$ cat src/rtl/pll_lock_supervisor.sv
// ECP5 PLL lock supervisor: pulses PLL reset, waits for a qualified lock, then releases the system reset.
// Optional lock-loss logging is enabled by defining PLL_SUP_LOSS_LOG_EN.
module pll_lock_supervisor #(
    parameter int SYNC_STAGES  = 2,
    parameter int RST_PULSE    = 16,
    parameter int LOCK_STABLE  = 1024,
    parameter int LOCK_TIMEOUT = 65536,
    parameter int MAX_RETRIES  = 3,
    parameter int CNT_W        = 17
) (
    input  logic       clk,
    input  logic       rst_n,
    input  logic       pll_locked,
    output logic       pll_rst,
    output logic       sys_rst_n,
    output logic       ready,
    output logic       fault,
    output logic [3:0] retry_cnt,
    output logic [7:0] loss_cnt
);

    typedef enum logic [2:0] {
        S_PLL_RESET = 3'd0,
        S_WAIT_LOCK = 3'd1,
        S_STABLE    = 3'd2,
        S_RUN       = 3'd3,
        S_FAULT     = 3'd4
    } state_t;

    localparam logic [CNT_W-1:0] RST_LAST     = CNT_W'(RST_PULSE - 1);
    localparam logic [CNT_W-1:0] STABLE_LAST  = CNT_W'(LOCK_STABLE - 1);
    localparam logic [CNT_W-1:0] TIMEOUT_LAST = CNT_W'(LOCK_TIMEOUT - 1);
    localparam logic [3:0]       RETRY_LIMIT  = 4'(MAX_RETRIES);

    state_t                 state;
    logic [CNT_W-1:0]       cnt;
    logic [SYNC_STAGES-1:0] sync_q;
    logic                   locked_s;
    logic [3:0]             retry_inc;

    // pll_locked is asynchronous to clk; only the last synchronizer stage may feed decisions.
    always_ff @(posedge clk or negedge rst_n) begin
        if (!rst_n) begin
            sync_q <= '0;
        end else begin
            sync_q <= {sync_q[SYNC_STAGES-2:0], pll_locked};
        end
    end

    assign locked_s = sync_q[SYNC_STAGES-1];

    always_comb begin
        retry_inc = retry_cnt;
        if (retry_cnt != 4'hF) begin
            retry_inc = retry_cnt + 4'd1;
        end
    end

    // NOTE: every output is a register updated on the same edge as the state, so no glitches reach the PLL or system reset.
    always_ff @(posedge clk or negedge rst_n) begin
        if (!rst_n) begin
            state     <= S_PLL_RESET;
            cnt       <= '0;
            pll_rst   <= 1'b1;
            sys_rst_n <= 1'b0;
            ready     <= 1'b0;
            fault     <= 1'b0;
            retry_cnt <= 4'd0;
        end else begin
            case (state)
                S_PLL_RESET: begin
                    if (cnt == RST_LAST) begin
                        state   <= S_WAIT_LOCK;
                        cnt     <= '0;
                        pll_rst <= 1'b0;
                    end else begin
                        cnt <= cnt + 1'b1;
                    end
                end
                S_WAIT_LOCK: begin
                    // A lock seen on the timeout edge takes priority over the retry.
                    if (locked_s) begin
                        state <= S_STABLE;
                        cnt   <= '0;
                    end else if (cnt == TIMEOUT_LAST) begin
                        retry_cnt <= retry_inc;
                        cnt       <= '0;
                        pll_rst   <= 1'b1;
                        if (MAX_RETRIES != 0 && retry_inc == RETRY_LIMIT) begin
                            state <= S_FAULT;
                            fault <= 1'b1;
                        end else begin
                            state <= S_PLL_RESET;
                        end
                    end else begin
                        cnt <= cnt + 1'b1;
                    end
                end
                S_STABLE: begin
                    if (!locked_s) begin
                        state <= S_WAIT_LOCK;
                        cnt   <= '0;
                    end else if (cnt == STABLE_LAST) begin
                        state     <= S_RUN;
                        cnt       <= '0;
                        sys_rst_n <= 1'b1;
                        ready     <= 1'b1;
                        retry_cnt <= 4'd0;
                    end else begin
                        cnt <= cnt + 1'b1;
                    end
                end
                S_RUN: begin
                    if (!locked_s) begin
                        state     <= S_PLL_RESET;
                        cnt       <= '0;
                        pll_rst   <= 1'b1;
                        sys_rst_n <= 1'b0;
                        ready     <= 1'b0;
                    end
                end
                S_FAULT: begin
                    pll_rst   <= 1'b1;
                    sys_rst_n <= 1'b0;
                    ready     <= 1'b0;
                    fault     <= 1'b1;
                end
                default: begin
                    state     <= S_PLL_RESET;
                    cnt       <= '0;
                    pll_rst   <= 1'b1;
                    sys_rst_n <= 1'b0;
                    ready     <= 1'b0;
                    fault     <= 1'b0;
                end
            endcase
        end
    end

`ifdef PLL_SUP_LOSS_LOG_EN
    logic loss_event;

    assign loss_event = (state == S_RUN) && !locked_s;

    always_ff @(posedge clk or negedge rst_n) begin
        if (!rst_n) begin
            loss_cnt <= 8'd0;
        end else if (loss_event && loss_cnt != 8'hFF) begin
            loss_cnt <= loss_cnt + 8'd1;
        end
    end
`else
    assign loss_cnt = 8'd0;
`endif

endmodule

$ cat config.mk
export PLATFORM = sky130hd
export DESIGN_NAME = pll_lock_supervisor
export DESIGN_NICKNAME = d
export VERILOG_FILES = /design/src/rtl/pll_lock_supervisor.sv
export SDC_FILE = /design/constraint.sdc
export NUM_CORES = 1
export LEC_CHECK = 0
export CAP_MARGIN = 20
export CORE_MARGIN = 2
export CORE_UTILIZATION = 55
export CTS_CLUSTER_SIZE = 25
export DETAILED_ROUTE_END_ITERATION = 10
export GPL_ROUTABILITY_DRIVEN = 0
export PLACE_DENSITY = 0.79
export SYNTH_ARGS = -nofsm -noshare
export SYNTH_HDL_FRONTEND = slang
export SYNTH_SLANG_ARGS = --single-unit
$ cat constraint.sdc
create_clock -name clk -period 6.55 [get_ports clk]
set_clock_uncertainty 0.2 [all_clocks]
set_input_delay 1.31 -clock clk [delete_from_list [all_inputs] [get_ports clk]]
set_output_delay 1.31 -clock clk [all_outputs]
set_load 0.005 [all_outputs]
==> results of run 1 <==
==> cells in the mapped netlist, types with 4 or more instances <==
master and count:
dfrtp_1 28, nor2_1 21, nand2_1 10, nand3_1 10
buf_4 9, nor3_1 8, xor2_1 8, o21ai_0 7
nand2b_1 5, xnor2_1 5, a21oi_1 4, ha_1 4
nand4_1 4
==> layout by cell type (no fill, tap or decap), types with 3 or more instances in the layout <==
cell type / netlist / layout
clkdlybuf4s50_1: 0 / 10
dfrtp_1: 28 / 28
xor2_1: 8 / 8
a21oi_1: 4 / 4
nand2b_1: 5 / 5
xnor2_1: 5 / 5
nor4_1: 3 / 3
and3_1: 3 / 3
conb_1: 1 / 8
nand3_1: 10 / 10
inv_1: 3 / 3
ha_1: 4 / 4
nand2_1: 10 / 10
nand4_1: 4 / 4
nor3_1: 8 / 8
clkbuf_4: 0 / 5
nor2_1: 21 / 21
o21ai_0: 7 / 7
==> worst max path at each step <==
stage | endpoint | slack [ns] | depth (start not counted)
2_1_floorplan | state[0] | 4.10 | 6
3_3_place_gp | state[0] | 3.86 | 6
3_5_place_dp | retry_cnt[0] | 3.72 | 10
4_1_cts | pll_rst | 3.64 | 1
5_1_grt | retry_cnt[0] | 3.44 | 10
6_report | pll_rst | 3.66 | 1
==> flip-flops by register name, indices dropped and copies added (netlist names) <==
register,count
cnt,17
fault,1
pll_rst,1
ready,1
retry_cnt,4
state,3
sync_q,2
==> per-layer routing <==
layer,global-route usage,up-vias
li1,-,598
met1,0.264,604
met2,0.352,40
met3,0.0536,10
met4,0.113,0
met5,0,-
==> report_power, final <==
group / switching (uW) / internal [uW] / leakage [uW] / total [uW]
Clock: 65.6 / 118 / 0.0000552 / 184
Sequential: 25.0 / 196 / 0.000391 / 221
Combinational: 67.0 / 48.9 / 0.000353 / 116
==> final cells by class <==
type	instances	area [um^2]
Multi-Input combinational cell	127	807
Sequential cell	29	727
Clock buffer	5	37.5
Timing Repair Buffer	12	115
Tap cell	31	38.8
Clock inverter	3	65.1
Fill cell	235	980
Inverter	3	11.3
==> through the flow <==
step                area (um^2)  power (uW)
floorplan                  1640         320
global placement           1700         333
detailed placement         1700         339
CTS                        1800         523
global route               1800         546
finish                     1800         521
==> cell families after synthesis <==
kind of cell,Yosys count
other cells,1
buf+inv,17
flops,29
xor+xnor,13
fa+ha+maj,4
simple gates,74
mux,4
compound gates,24
==> metrics, run 1 <==
Post-synth EDFFs 0; share of layout cells above drive strength 1 0.106; Worst slew margin 0.548; compound-cell area share of the yosys netlist 0.102; Die Height 58.2 um; Clk pin slew, worst setup/hold paths 0.10 ns; drt first pass iters 4; RR Endpoint retry_cnt[0]; Arrival @ worst endpoint 1.38 ns; Bufs on Longest Clock Path 2; TritonCTS Buffers 5; CP cell instances clkdlybuf4s50_1; largest family of logic cells by synthesized area simple AND/OR/NAND/NOR gates; Cell Area, Synth 0.00161 mm^2; simple-gate share of the synthesized area 0.249; Distinct cells, synth 41; dominant cells by area after synthesis dfrtp_1 (43%), nor2_1 (4.9%), xor2_1 (4.3%), buf_4 (4.2%), ha_1 (3.1%); Slew Limit Fails 0; global route total overflow 0; Overall Global Routing Usage 0.216; Max Used Layer met4; register area share after synthesis 0.450; hold buffer count at CTS 0; nets@finish 185; total wire length 3.20 mm; fin crit period 2.89 ns; placed instance count 202; clock latency on the worst-skew pair 0.34 ns; H-tree depth 2; filler-free cell count of the finished design 210; RSZ-0062 raised after global routing false; hold slack 0.177 ns; area grow syn2layout 11.6%; FFs w/ async S/R, synth 1.00; CP startpoint pll_rst; Post-Synth Adder-Cell Area 0.0310; die width 58.2 um; Buf/Inv on CP 1; CP required 5.04 ns; DR WL met2 1.56 mm; Cells after Synth 166; row cnt 19; RR Startpoint cnt[6]; DRC 0; Hold Fails Final Rpt 0; worst r2r path cells 10; leading area contributor after synthesis dfrtp_1; worst-path fanout max 3; number of global-route vias before repair 1196; initial antenna violation count 0; DP HPWL 2.28 mm; CTS tree yes; diode count 0; met3 wire len 142 um; CP top delay family flip-flops; Worst Hold Class flip-flop to flip-flop; initial core utilization 0.580; Setup crit start kind flip-flop; Final Cycle Share 0.442; M1 WL 1.41 mm; Slew @ Worst Pin 0.671 ns; status finished, final reports clean; fmax 346 MHz; worst hold stages 0; IO Pins 19; # Post-CTS Setup Buffers 0; largest net degree at the start of global routing 30; via count 1252; Fin Setup TNS 0 ns; core area 0.00278 mm^2; PostCTS Resize Cnt 0; Max-Cap Viols 0; CP max stage cell dfstp_2; CTS root buf clkbuf_4; CP endpoint kind output pin; Top FF cell, synth dfrtp_1; Hold Path End sync_q[1]; Mean Syn Cell Area 9.72 um^2; Util after Layout 0.648; FF-to-FF setup slack 3.67 ns; Crit Path Class flip-flop to output pin; min-delay src sync_q[0]; vias per inst 5.96; xor and xnor area share after synthesis 0.0705; Power Dens Cells 289 mW/mm^2; post-route antenna net violation count 0; mux share of post-synthesis cell area 0.0295; First DRT Iteration DRCs 51; Peak VDD IR 0.343 mV; Yosys reg bits 29; fin worst setup slack 3.66 ns; clk sink count 29; Port-buffer cells 10; drt wl/cell 15.2 um; DIE AREA 0.00338 mm^2; global-route wire length before repair 5.44 mm; Ys Warns 0; Leakage Power 0.000799 uW; endpoints failing setup 0; area share of the largest cell type after synthesis 0.434; pre-CTS setup slack 3.72 ns; critical path's largest stage delay 0.55 ns
No activity file was read; power rests on OpenSTA's default activity.
==> inputs of run 2 (changes only) <==
==> constraint.sdc (replaced) <==
create_clock -name clk -period 2.9 [get_ports clk]
set_clock_uncertainty 0.2 [all_clocks]
set_input_delay 0.58 -clock clk [delete_from_list [all_inputs] [get_ports clk]]
set_output_delay 0.58 -clock clk [all_outputs]
set_load 0.005 [all_outputs]
==> run 2 against run 1 <==
Compared with the run above: count of clock-buffer cells in the layout up 1; non-clock buffer count up 2; sequential share of layout area up 0.77 points; critical path type is now flip-flop to flip-flop.
==> metrics, run 2 (synthesis gave the netlist of run 1 again) <==
status finished, final reports clean (unchanged); CP endpoint kind flip-flop (was output pin); CTS tree yes (unchanged); Worst Hold Class flip-flop to flip-flop (unchanged); drt first pass iters 4 (unchanged); post-route antenna net violation count 0 (unchanged); CP top delay family simple AND/OR/NAND/NOR gates (was flip-flops); Pint 655 uW (was 363 uW); most frequent cells in the layout dfrtp_1 (28), nor2_1 (20), nand3_1 (10), nand2_1 (10), clkdlybuf4s50_1 (10) (was dfrtp_1 (28), nor2_1 (21), nand3_1 (10), nand2_1 (10), clkdlybuf4s50_1 (10)); critical path's largest stage delay 0.43 ns (was 0.55 ns); filler-free cell count of the finished design 212 (was 210); worst-path fanout max 13 (was 3); commonest non-fill, non-tap cell in the layout dfrtp_1 (unchanged); Slew @ Worst Pin 0.588 ns (was 0.671 ns); DIE AREA 0.00338 mm^2 (unchanged); # Post-CTS Setup Buffers 0 (unchanged); endpoints failing setup 0 (unchanged); Fin Setup TNS 0 ns (unchanged); Arrival @ worst endpoint 2.69 ns (was 1.38 ns); nets@finish 187 (was 185); Port-buffer cells 10 (unchanged); clock share of power 0.230 (was 0.353); Power Dens Cells 567 mW/mm^2 (was 289 mW/mm^2); clock latency on the worst-skew pair 0.33 ns (was 0.34 ns); Buf/Inv on CP 2 (was 1); Peak VDD IR 0.553 mV (was 0.343 mV); DP HPWL 2.35 mm (was 2.28 mm); Final Cycle Share 0.923; Setup crit start kind flip-flop (unchanged); Clk pin slew, worst setup/hold paths 0.09 ns (was 0.10 ns); CP cell instances nand3_1 > nor2_2 > and3_1 > nand4_1 > inv_1 > ha_1 > nor4_1 > a221o_2 > nor2_8 > buf_4 > nor3_1 (was clkdlybuf4s50_1); core area 0.00278 mm^2 (unchanged); biggest regs cnt (17), retry_cnt (4), state (3) (unchanged); First DRT Iteration DRCs 41 (was 51); DRC 0 (unchanged); switching power 347 uW (was 158 uW); Leakage Power 0.000786 uW (was 0.000799 uW); Seq pwr share 0.498 (was 0.424); diode count 0 (unchanged); clk sink count 29 (unchanged); Max-Cap Viols 0 (unchanged); Largest register FFs 17 (unchanged); H-tree depth 2 (unchanged); TritonCTS Buffers 5 (unchanged); Overall Global Routing Usage 0.216 (about the same); initial core utilization 0.580 (unchanged); global-route wire length before repair 5.42 mm (was 5.44 mm); share of layout cells above drive strength 1 0.116 (was 0.106); Bufs on Longest Clock Path 2 (unchanged); area grow syn2layout 9.54% (was 11.6%); number of global-route vias before repair 1199 (was 1196); largest register by flop count cnt (unchanged); Crit Path Class flip-flop to flip-flop (was flip-flop to output pin); RSZ-0062 raised after global routing false (unchanged); IO Pins 19 (unchanged); global route total overflow 0 (unchanged); row cnt 19 (unchanged); via count 1249 (was 1252); largest net degree at the start of global routing 30 (unchanged); CTS root buf clkbuf_4 (unchanged); CP max stage cell dfrtp_1 (was dfstp_2); CP required 2.91 ns (was 5.04 ns); combinational share of power 0.272 (was 0.223); vias per inst 5.89 (was 5.96); hold slack 0.167 ns (was 0.177 ns); Hold Fails Final Rpt 0 (unchanged); Sw Share 0.346 (was 0.303); total wire length 3.16 mm (was 3.20 mm); fin crit period 2.68 ns; placed instance count 204 (was 202); initial antenna violation count 0 (unchanged); die width 58.2 um (unchanged); Die Height 58.2 um (unchanged); fmax 373 MHz; Slew Limit Fails 0 (unchanged); Worst slew margin 0.602 (was 0.548); drt wl/cell 14.9 um (was 15.2 um)
## run 2: changes by cell type in the layout (fill, tap and decap cells not counted), sizes merged
cell,change
clkbuf,+1
buf,+2
bufinv,-2
clkinv,+1
## run 2: final timing paths
check / start / to / slack, ns / cells after the start
setup / recovery: cnt[3] / cnt[2] / 0.22 / 11
hold / removal: sync_q[0] / sync_q[1] / 0.17 / 0
setup reg to reg: cnt[3] / cnt[2] / 0.22 / 11
hold reg to reg: sync_q[0] / sync_q[1] / 0.17 / 0
max in group asynchronous: rst_n / pll_rst / 1.77 / 2
min in group asynchronous: rst_n / sync_q[1] / 0.43 / 2
## run 2: routing by layer
layer  wire length [um]  up-vias  GRT usage
met4                 68        0     0.0930
li1                   -      601          -
met1               1370      615      0.267
met2               1600       26      0.354
met3                122        7     0.0625
met5                  0        -          0
## run 2: power groups by stage
| stage | registers, uW | clock network, uW | logic (uW) |
|---|---|---|---|
| floorplan | 474 | 0 | 249 |
| CTS | 498 | 243 | 275 |
| global placement | 505 | 0 | 263 |
| finish | 499 | 230 | 273 |
| detailed placement | 505 | 0 | 275 |
| global route | 508 | 259 | 304 |
## run 2: layout make-up
| cell class | instances | area [um^2] |
|---|---|---|
| sequential | 29 | 727 |
| fill | 240 | 1010 |
| inverter | 3 | 11.3 |
| clock inverter | 2 | 10.0 |
| clock buffer | 6 | 41.3 |
| tap | 31 | 38.8 |
| multi-input combinational | 127 | 810 |
| timing repair buffer | 14 | 130 |
## run 2: worst reg2reg max path, delay by kind of cell (launching register included)
family / cells / cell delay, ns
buffers and inverters: 2 / 0.30
DFF: 1 / 0.43
and+or+nand+nor: 7 / 1.02
adders and majority gates: 1 / 0.23
AOI/OAI and AO/OA: 1 / 0.38
## run 2: what timing repair did
item | 4_1_cts | 5_1_grt
gates resized for setup | 0 | 1
endpoints found under the setup margin | 0 | 9
hold buffers | 0 | 0
## run 2: through the flow
stage	worst slack, ns	area, um^2	util	power, uW
final	0.222	1770	0.636	1000
after global routing	0.00652	1770	0.636	1070
after global placement	0.307	1710	0.616	768
after CTS	0.235	1770	0.635	1020
after detailed placement	0.270	1710	0.616	781
after floorplan	0.455	1640	-	722
